`src/rtl/johnson_pkg.sv`:
```
// Shared definitions for the Johnson (twisted-ring) counter slice.
// Provides the direction encoding, the phase index width helper and
// the legal-pattern check used by both the decoder and the counter.
package johnson_pkg;

  localparam logic DIR_UP   = 1'b1;
  localparam logic DIR_DOWN = 1'b0;

  // Widest counter this slice supports; the legality check is sized for it.
  localparam int MAX_STAGES = 16;

  // Width of the binary phase index for an n-stage counter (2n states).
  function automatic int phaseWidth(input int n);
    return $clog2(2 * n);
  endfunction

  // A legal Johnson pattern is a run of ones followed by a run of zeros
  // (in either order), so it has at most one transition between adjacent
  // bits. Counting transitions covers both the 0..01..1 and 1..10..0 families,
  // including all-zero and all-one. Bits at or above n are ignored.
  function automatic logic isLegal(input logic [MAX_STAGES-1:0] v, input int n);
    int transitions;
    transitions = 0;
    for (int i = 0; i < MAX_STAGES - 1; i++) begin
      if ((i < n - 1) && (v[i] != v[i+1])) begin
        transitions = transitions + 1;
      end
    end
    return (transitions <= 1);
  endfunction

endpackage

```
`src/rtl/johnson_decode.sv`:
```
// Purely combinational decoder for an N-stage Johnson counter state.
// Ports:
//   q     - current stage register value
//   phase - binary phase index (0 when q is illegal)
//   dec   - one-hot decode of phase (all-zero when q is illegal)
//   err   - high while q holds an illegal pattern
module johnson_decode
  import johnson_pkg::*;
#(
  parameter int N = 4
) (
  input  logic [N-1:0]              q,
  output logic [phaseWidth(N)-1:0]  phase,
  output logic [2*N-1:0]            dec,
  output logic                      err
);

  localparam int PW = phaseWidth(N);

  logic w_err;
  int   w_ones;

  // Population count of the stages; together with the MSB it fully
  // identifies a legal pattern's position in the sequence.
  always_comb begin
    w_ones = 0;
    for (int i = 0; i < N; i++) begin
      if (q[i]) begin
        w_ones = w_ones + 1;
      end
    end
  end

  // The first half of the sequence fills ones from the LSB (phase = ones);
  // the second half drains them, so with the MSB set the phase is 2N - ones.
  always_comb begin
    w_err = !isLegal(MAX_STAGES'(q), N);
    phase = '0;
    if (!w_err) begin
      if (q[N-1]) begin
        phase = PW'(2 * N - w_ones);
      end else begin
        phase = PW'(w_ones);
      end
    end
  end

  // One-hot decode; an illegal pattern suppresses every bit.
  always_comb begin
    dec = '0;
    for (int i = 0; i < 2 * N; i++) begin
      dec[i] = !w_err && (phase == PW'(i));
    end
  end

  assign err = w_err;

endmodule

```
`src/rtl/johnson_counter.sv`:
```
// N-stage Johnson (twisted-ring) counter with bidirectional stepping,
// parallel load, illegal-pattern self-correction and a registered wrap pulse.
// Ports:
//   clk     - rising-edge clock
//   rst     - synchronous active-high reset
//   en      - step enable
//   dir     - step direction (DIR_UP / DIR_DOWN)
//   load    - parallel load strobe (wins over en)
//   ld_data - value loaded verbatim, may be illegal
//   q       - stage register
//   phase   - binary phase index of q
//   dec     - one-hot phase decode
//   wrap    - one-cycle pulse after a step across the phase 2N-1 / 0 boundary
//   err     - q holds an illegal pattern
module johnson_counter
  import johnson_pkg::*;
#(
  parameter int N = 4
) (
  input  logic                      clk,
  input  logic                      rst,
  input  logic                      en,
  input  logic                      dir,
  input  logic                      load,
  input  logic [N-1:0]              ld_data,
  output logic [N-1:0]              q,
  output logic [phaseWidth(N)-1:0]  phase,
  output logic [2*N-1:0]            dec,
  output logic                      wrap,
  output logic                      err
);

  localparam int PW = phaseWidth(N);

  logic [N-1:0]  r_q;
  logic          r_wrap;
  logic [N-1:0]  w_upNext;
  logic [N-1:0]  w_downNext;
  logic [PW-1:0] w_phase;
  logic          w_err;
  logic          w_upWrap;
  logic          w_downWrap;

  johnson_decode #(
    .N (N)
  ) u_decode (
    .q     (r_q),
    .phase (w_phase),
    .dec   (dec),
    .err   (w_err)
  );

  // Twisted-ring feedback: the entering stage takes the complement of the
  // stage leaving at the opposite end.
  assign w_upNext   = {r_q[N-2:0], ~r_q[N-1]};
  assign w_downNext = {~r_q[0], r_q[N-1:1]};

  // A step wraps when it leaves the last phase going up or phase 0 going down.
  assign w_upWrap   = !w_err && (w_phase == PW'(2 * N - 1));
  assign w_downWrap = !w_err && (w_phase == '0);

  // Next-state mux: reset, then load, then correction of an illegal
  // pattern (independent of en), then an enabled step, else hold.
  always_ff @(posedge clk) begin
    if (rst) begin
      r_q    <= '0;
      r_wrap <= 1'b0;
    end else if (load) begin
      r_q    <= ld_data;
      r_wrap <= 1'b0;
    end else if (w_err) begin
      r_q    <= '0;
      r_wrap <= 1'b0;
    end else if (en) begin
      if (dir == DIR_UP) begin
        r_q    <= w_upNext;
        r_wrap <= w_upWrap;
      end else begin
        r_q    <= w_downNext;
        r_wrap <= w_downWrap;
      end
    end else begin
      r_wrap <= 1'b0;
    end
  end

  assign q     = r_q;
  assign wrap  = r_wrap;
  assign phase = w_phase;
  assign err   = w_err;

endmodule

```
`config.mk`:
```
export PLATFORM = sky130hd
export DESIGN_NAME = johnson_counter
export DESIGN_NICKNAME = d
export VERILOG_FILES = /design/src/rtl/johnson_pkg.sv /design/src/rtl/johnson_decode.sv /design/src/rtl/johnson_counter.sv
export SDC_FILE = /design/constraint.sdc
export NUM_CORES = 1
export LEC_CHECK = 0
export BUFFER_PORTS_ARGS = -buffer_cell sky130_fd_sc_hd__buf_2
export CORE_UTILIZATION = 35
export DETAILED_ROUTE_END_ITERATION = 16
export PLACE_DENSITY = 0.68
export SLEW_MARGIN = 0
export SYNTH_ARGS = -nofsm -noshare
export SYNTH_HDL_FRONTEND = slang
export SYNTH_SLANG_ARGS = --single-unit
export TNS_END_PERCENT = 50
```
`constraint.sdc`:
```
create_clock -name clk -period 5.6 [get_ports clk]
set_clock_uncertainty 0.05 [all_clocks]
set_input_delay 1.12 -clock clk [delete_from_list [all_inputs] [get_ports clk]]
set_output_delay 1.12 -clock clk [all_outputs]
set_load 0.03 [all_outputs]
```
**After elaboration in Yosys (flattened, before gate mapping)**

Index checks and enable logic that the tools add are counted.

- Word-level logic and storage cells: 49
- Output and inout port bits: 17
- Register bits after elaboration: 5

- Muxes and demuxes: 14
- $lt $le $gt $ge: 1
- Reduce and logical (&&, ||, !) cells: 11
- Bitwise operators: 4
- Equality and inequality tests: 11
- Add/subtract/negate cells: 6

Operator list:

| operator | count |
|---|---|
| 32-bit 2-to-1 mux | 2 |
| 32-bit by 2-bit adder with 32-bit output, second input constant | 1 |
| 32-bit by 2-bit less-or-equal comparator with 1-bit output, second input constant | 1 |
| 4-bit 2-to-1 mux | 4 |
| 3-bit == test, second input constant | 4 |
| 3-bit 2-to-1 mux | 4 |
| 1-bit logical AND | 8 |
| 3-bit by 2-bit == test with 1-bit output, second input constant | 2 |
| 1-bit by 1-bit adder with 2-bit output, second input constant | 2 |
| 1-bit inverter | 4 |
| 4-bit OR reduction | 1 |
| 2-bit by 1-bit adder with 3-bit output, second input constant | 1 |
| 3-bit by 2-bit adder with 3-bit output, second input constant | 1 |
| 3-bit by 1-bit == test with 1-bit output, second input constant | 1 |
| 3-bit zero test | 1 |
| 1-bit 2-to-1 mux | 3 |
| 1-bit != test | 3 |
| 3-bit != test, second input constant | 1 |
| 1-bit by 3-bit subtractor with 3-bit output, first input constant | 1 |
| 2-bit 2-to-1 mux | 1 |
| 1-bit zero test | 1 |

**Logic depth before layout (Yosys ltp)**

- Word-level depth: 13
- Gate-level depth with buffers: 8

**By module**

A second synthesis with hierarchy kept.

- Cell total of the unflattened synthesis: 80
- Area total of the unflattened synthesis: 623.1 sq um

By module, submodules not included:

| module | times used | cells each | area each (sq um) | seq. area each (sq um) |
|---|---|---|---|---|
| johnson_decode | 1 | 48 | 352.8 | 0.0 |
| johnson_counter | 1 | 32 | 270.3 | 100.1 |

**Worst setup path before layout**

Ideal clock, no wire load.

- Path type: reg2out
- From: register r_q[1], in the netlist q[1]
- To: output dec[1]
- Stages on the path, launching flop included: 9
- Arrival time: 2.254 ns
- Path slack: 2.176 ns
- Cells stage by stage: dfxtp_1 -> buf_4 -> inv_1 -> ha_1 -> clkbuf_1 -> nand2_1 -> nor3b_1 -> a21oi_1 -> o22ai_1

- Cells in the longest elaborated chain, start to end: 10

RTL lines:

| element | line | RTL |
|---|---|---|
| from (decl) | johnson_counter.sv:35 | `logic [N-1:0] r_q;` |
| from (signal assigned) | johnson_counter.sv:69 | `r_q <= ld_data;` |
| from (signal assigned) | johnson_counter.sv:76 | `r_q <= w_upNext;` |
| from (signal assigned) | johnson_counter.sv:79 | `r_q <= w_downNext;` |
| 1-bit != test / 2-bit 2-to-1 mux (equally long branches) | johnson_pkg.sv:25, johnson_decode.sv:28 |  |
| 1-bit 2-to-1 mux / 2-bit by 1-bit adder with 3-bit output (equally long branches) | johnson_pkg.sv:25, johnson_decode.sv:29 |  |
| 1-bit by 1-bit adder with 2-bit output / 3-bit 2-to-1 mux (equally long branches) | johnson_pkg.sv:26, johnson_decode.sv:28 |  |
| 32-bit 2-to-1 mux / 3-bit by 2-bit adder with 3-bit output (equally long branches) | johnson_pkg.sv:25, johnson_decode.sv:29 |  |
| 32-bit by 2-bit adder with 32-bit output / 3-bit 2-to-1 mux (equally long branches) | johnson_pkg.sv:26, johnson_decode.sv:28 |  |
| 32-bit 2-to-1 mux / 1-bit by 3-bit subtractor with 3-bit output (equally long branches) | johnson_pkg.sv:25, johnson_decode.sv:41 |  |
| 32-bit by 2-bit less-or-equal comparator with 1-bit output / 3-bit 2-to-1 mux (equally long branches) | johnson_pkg.sv:29, johnson_decode.sv:40 |  |
| 3-bit 2-to-1 mux | johnson_decode.sv:39 | `if (!w_err) begin` |
| 3-bit by 1-bit == test with 1-bit output | johnson_decode.sv:52 | `dec[i] = !w_err && (phase == PW'(i));` |
| 1-bit logical AND (*) | johnson_decode.sv:52 |  |
| to (decl) | johnson_counter.sv:28 | `output logic [2*N-1:0] dec,` |

Mark *: on every way between the ends. The rest lies on a longest branch, timed or not.

**Worst setup path in the final report**

- From: register r_q[1], in the netlist q[1]
- To: output phase[1]

- Cells in the longest elaborated chain, start to end: 8

RTL lines:

| element | line | RTL |
|---|---|---|
| 1-bit != test / 2-bit 2-to-1 mux (equally long branches) | johnson_pkg.sv:25, johnson_decode.sv:28 |  |
| 1-bit 2-to-1 mux / 2-bit by 1-bit adder with 3-bit output (equally long branches) | johnson_pkg.sv:25, johnson_decode.sv:29 |  |
| 1-bit by 1-bit adder with 2-bit output / 3-bit 2-to-1 mux (equally long branches) | johnson_pkg.sv:26, johnson_decode.sv:28 |  |
| 32-bit 2-to-1 mux / 3-bit by 2-bit adder with 3-bit output (equally long branches) | johnson_pkg.sv:25, johnson_decode.sv:29 |  |
| 32-bit by 2-bit adder with 32-bit output / 3-bit 2-to-1 mux (equally long branches) | johnson_pkg.sv:26, johnson_decode.sv:28 |  |
| 32-bit 2-to-1 mux / 1-bit by 3-bit subtractor with 3-bit output (equally long branches) | johnson_pkg.sv:25, johnson_decode.sv:41 |  |
| 32-bit by 2-bit less-or-equal comparator with 1-bit output / 3-bit 2-to-1 mux (equally long branches) | johnson_pkg.sv:29, johnson_decode.sv:40 |  |
| 3-bit 2-to-1 mux (*) | johnson_decode.sv:39 |  |
| to (decl) | johnson_counter.sv:27 | `output logic [phaseWidth(N)-1:0] phase,` |

Marked as above.

==> impl_metrics.py <==
metrics = {
    "setup_path": {
        "cp-start-kind": "register",
        "arrival_ps": 2490,
        "crit_path_top_delay_cell": "ha_1",
        "critPathRequiredTime_ps": 4430,
        "cp_max_fo": 15,
        "cp-startpoint": "q[1]",
        "slowest_delay_ps": 570,
        "cp_top_family": "simple AND/OR/NAND/NOR gates",
        "r2r_cells": 6,
        "cp_cell_sequence": "inv_1 > ha_1 > a21oi_2 > or3_4 > and2_4 > inv_2 > nor2_1 > buf_2",
        "cp.depth": 8,
        "r2r-start": "q[1]",
        "critical_path_class": "reg -> out",
        "cp.buffers_inverters": 3,
        "endpoint_kind": "primary output",
    },
    "clocking": {
        "cts_root_buf": "clkbuf_4",
        "clock_latency_ps": 240,
        "cts.sinks": 5,
        "cts.clk_slew.worst_paths_ps": 50,
        "cts_resized": 0,
        "cts_buffers": 3,
        "clock_path_buffers": 2,
        "postCtsSetupBuffers": 0,
        "holdBufCountCts": 0,
        "cts_tree": "yes",
        "cts_max_level": 1,
    },
    "logic_synthesis": {
        "synth-edff-count": 0,
        "yosysUniqueCellTypes": 36,
        "yosysSeqAreaShare": 0.1550,
        "yosysTopAreaCell": "dfxtp_1",
        "synth_seq_cells": 5,
        "synth_top_flop_cell": "dfxtp_1",
        "synth_cells": 85,
        "async_flop_share": 0,
        "synth_nets": 96,
        "yosys_warnings": 0,
        "synth.top_cell.area_share": 0.1550,
        "synth_area_leaders": "dfxtp_1, a221oi_2, mux2i_1, nor3_1, nand2_1",
        "syn-cell-area_sq_um": 645.6,
        "syn_avg_cell_area_sq_um": 7.596,
    },
    "placement": {
        "hpwl_um": 1082,
        "gp_congestion": 0.8605,
        "io_buffers": 25,
    },
    "route": {
        "remaining_drc_errors": 0,
        "route.antenna.remaining_nets": 0,
        "vias": 680,
        "wl_um": 1483,
        "drt-vias-per-instance": 5.313,
        "first_pass_iters": 4,
        "first_iter_violations": 24,
        "routedWlPerCell_um": 11.59,
    },
    "cells_and_area": {
        "syn2layout_area_growth_pct": 19.19,
        "num-nets-final": 115,
        "fin_util": 0.4457,
        "fill_cells": 188,
        "layout-drive-gt1-share": 0.3689,
        "diodes": 0,
    },
    "timing": {
        "hold_ws_ps": 715.6,
        "post-route-min-period_ps": 3663,
        "period_share": 0.6542,
        "slew_viol_final": 0,
        "relSlewSlack": 0.5866,
        "tightest_slew_ps": 619.3,
        "hold_viol": 0,
        "max_freq_mhz": 273.0,
        "rsz0062_at_grt": "false",
        "setup_viol": 0,
        "setup_tns_ps": 0,
    },
    "global_route": {
        "grt_first_pass_wirelength_um": 2697,
        "grt_use_total": 0.1781,
        "grt_overflow": 0,
        "antenna_found_initial": 0,
        "grt_pass1_vias": 605,
        "grt_max_degree": 20,
    },
    "pwr": {
        "power_leakage_nw": 0.3558,
        "powerDensity_nw_per_um2": 245.3,
        "max-vdd-ir-drop_mv": 0.1614,
    },
    "min_path": {
        "hold_depth": 2,
        "hold_class": "reg -> reg",
        "hp-start": "q[0]",
    },
    "die": {
        "ioPinCount": 26,
        "start_util": 0.3739,
        "die_h_um": 44.95,
        "row_count": 15,
        "die_w_um": 44.95,
        "design.core.area_sq_um": 1727,
        "dieArea_sq_um": 2021,
    },
    "run": {
        "drv_cap": 0,
    },
    "outcome": {
        "outcome": "completed",
    },
}
## flip-flops by register name (all words and copies together) (netlist names)
name and cells:
q 4, wrap 1
## routing by layer
layer	wire length (um)	part of all wire	vias to the layer above	track usage
met5	0	0	-	0
met4	0	0	0	0.03636
met3	108	0.073	0	0.07200
met2	638	0.43	29	0.2435
met1	737	0.50	306	0.2597
li1	-	-	345	-
## worst min-delay path: cells and delay by family, from the launching register on
kind / cells / cell delay (ps)
DFF: 1 / 360
and+or+nand+nor: 1 / 250
AOI/OAI and AO/OA: 1 / 100
## final timing paths
kind / end / slack, ps
min: q[0] / 720
max reg2reg: q[0] / 3250
max: phase[1] / 1940
min reg2reg: q[0] / 720
## synth_stat cells, types with 2 or more instances
master / count
nor4_1: 2
buf_2: 2
a221oi_2: 4
dfxtp_1: 5
a21oi_1: 3
nand2_1: 9
clkbuf_1: 4
o211a_1: 2
o22ai_1: 2
o211ai_1: 2
nor2_1: 3
ha_1: 2
inv_1: 3
nand3_1: 2
mux2i_1: 5
nor3_1: 8
buf_4: 4
nand2b_1: 3
nand4b_1: 2
nor3b_1: 2
## where the power goes
group	leakage (nW)	internal [mW]	switching [mW]	total (mW)
clock	0.0150	0.0269	0.0144	0.0413
sequential	0.0412	0.0388	0.00963	0.0484
combinational	0.300	0.0359	0.0632	0.0990
## per-stage QoR
stage	std cells	setup WS [ps]	cell area (sq um)	power (mW)
after detailed placement	124	2198	743.2	0.1478
final	128	1937	769.5	0.1888
after floorplan	85	2176	645.6	0.1301
after global routing	128	1724	769.5	0.2059
after CTS	128	1923	769.5	0.1914
after global placement	124	2276	743.2	0.1470
## layout by cell type (no fill, tap or decap), drive strengths merged, types with 4 or more instances in the layout
cell / instances
a21oi: 4
a221oi: 4
buf: 25
clkbuf: 4
dfxtp: 5
inv: 4
mux2i: 5
nand2: 9
nor3: 8
## cells by family (layout without fill, tap and decap cells)
family,count (synthesis),after routing,share of synthesized area
xor gates and xnor gates,1,1,0.01357
adders and majority gates,2,2,0.03875
DFF,5,5,0.1550
muxes,5,5,0.07752
buffers and inverters,15,33,0.1143
and+or+nand+nor,39,39,0.3450
AOI/OAI and AO/OA,18,18,0.2558
## area by class of cell
class	count	area [sq um]	area share
clock buffer	4	26.28	0.03415
inverter	4	15.01	0.01951
multi-input combinational	65	471.7	0.6130
sequential	5	100.1	0.1301
tap	25	31.28	0.04065
timing repair buffer	25	125.1	0.1626
Power figures use the tool's default switching activity.
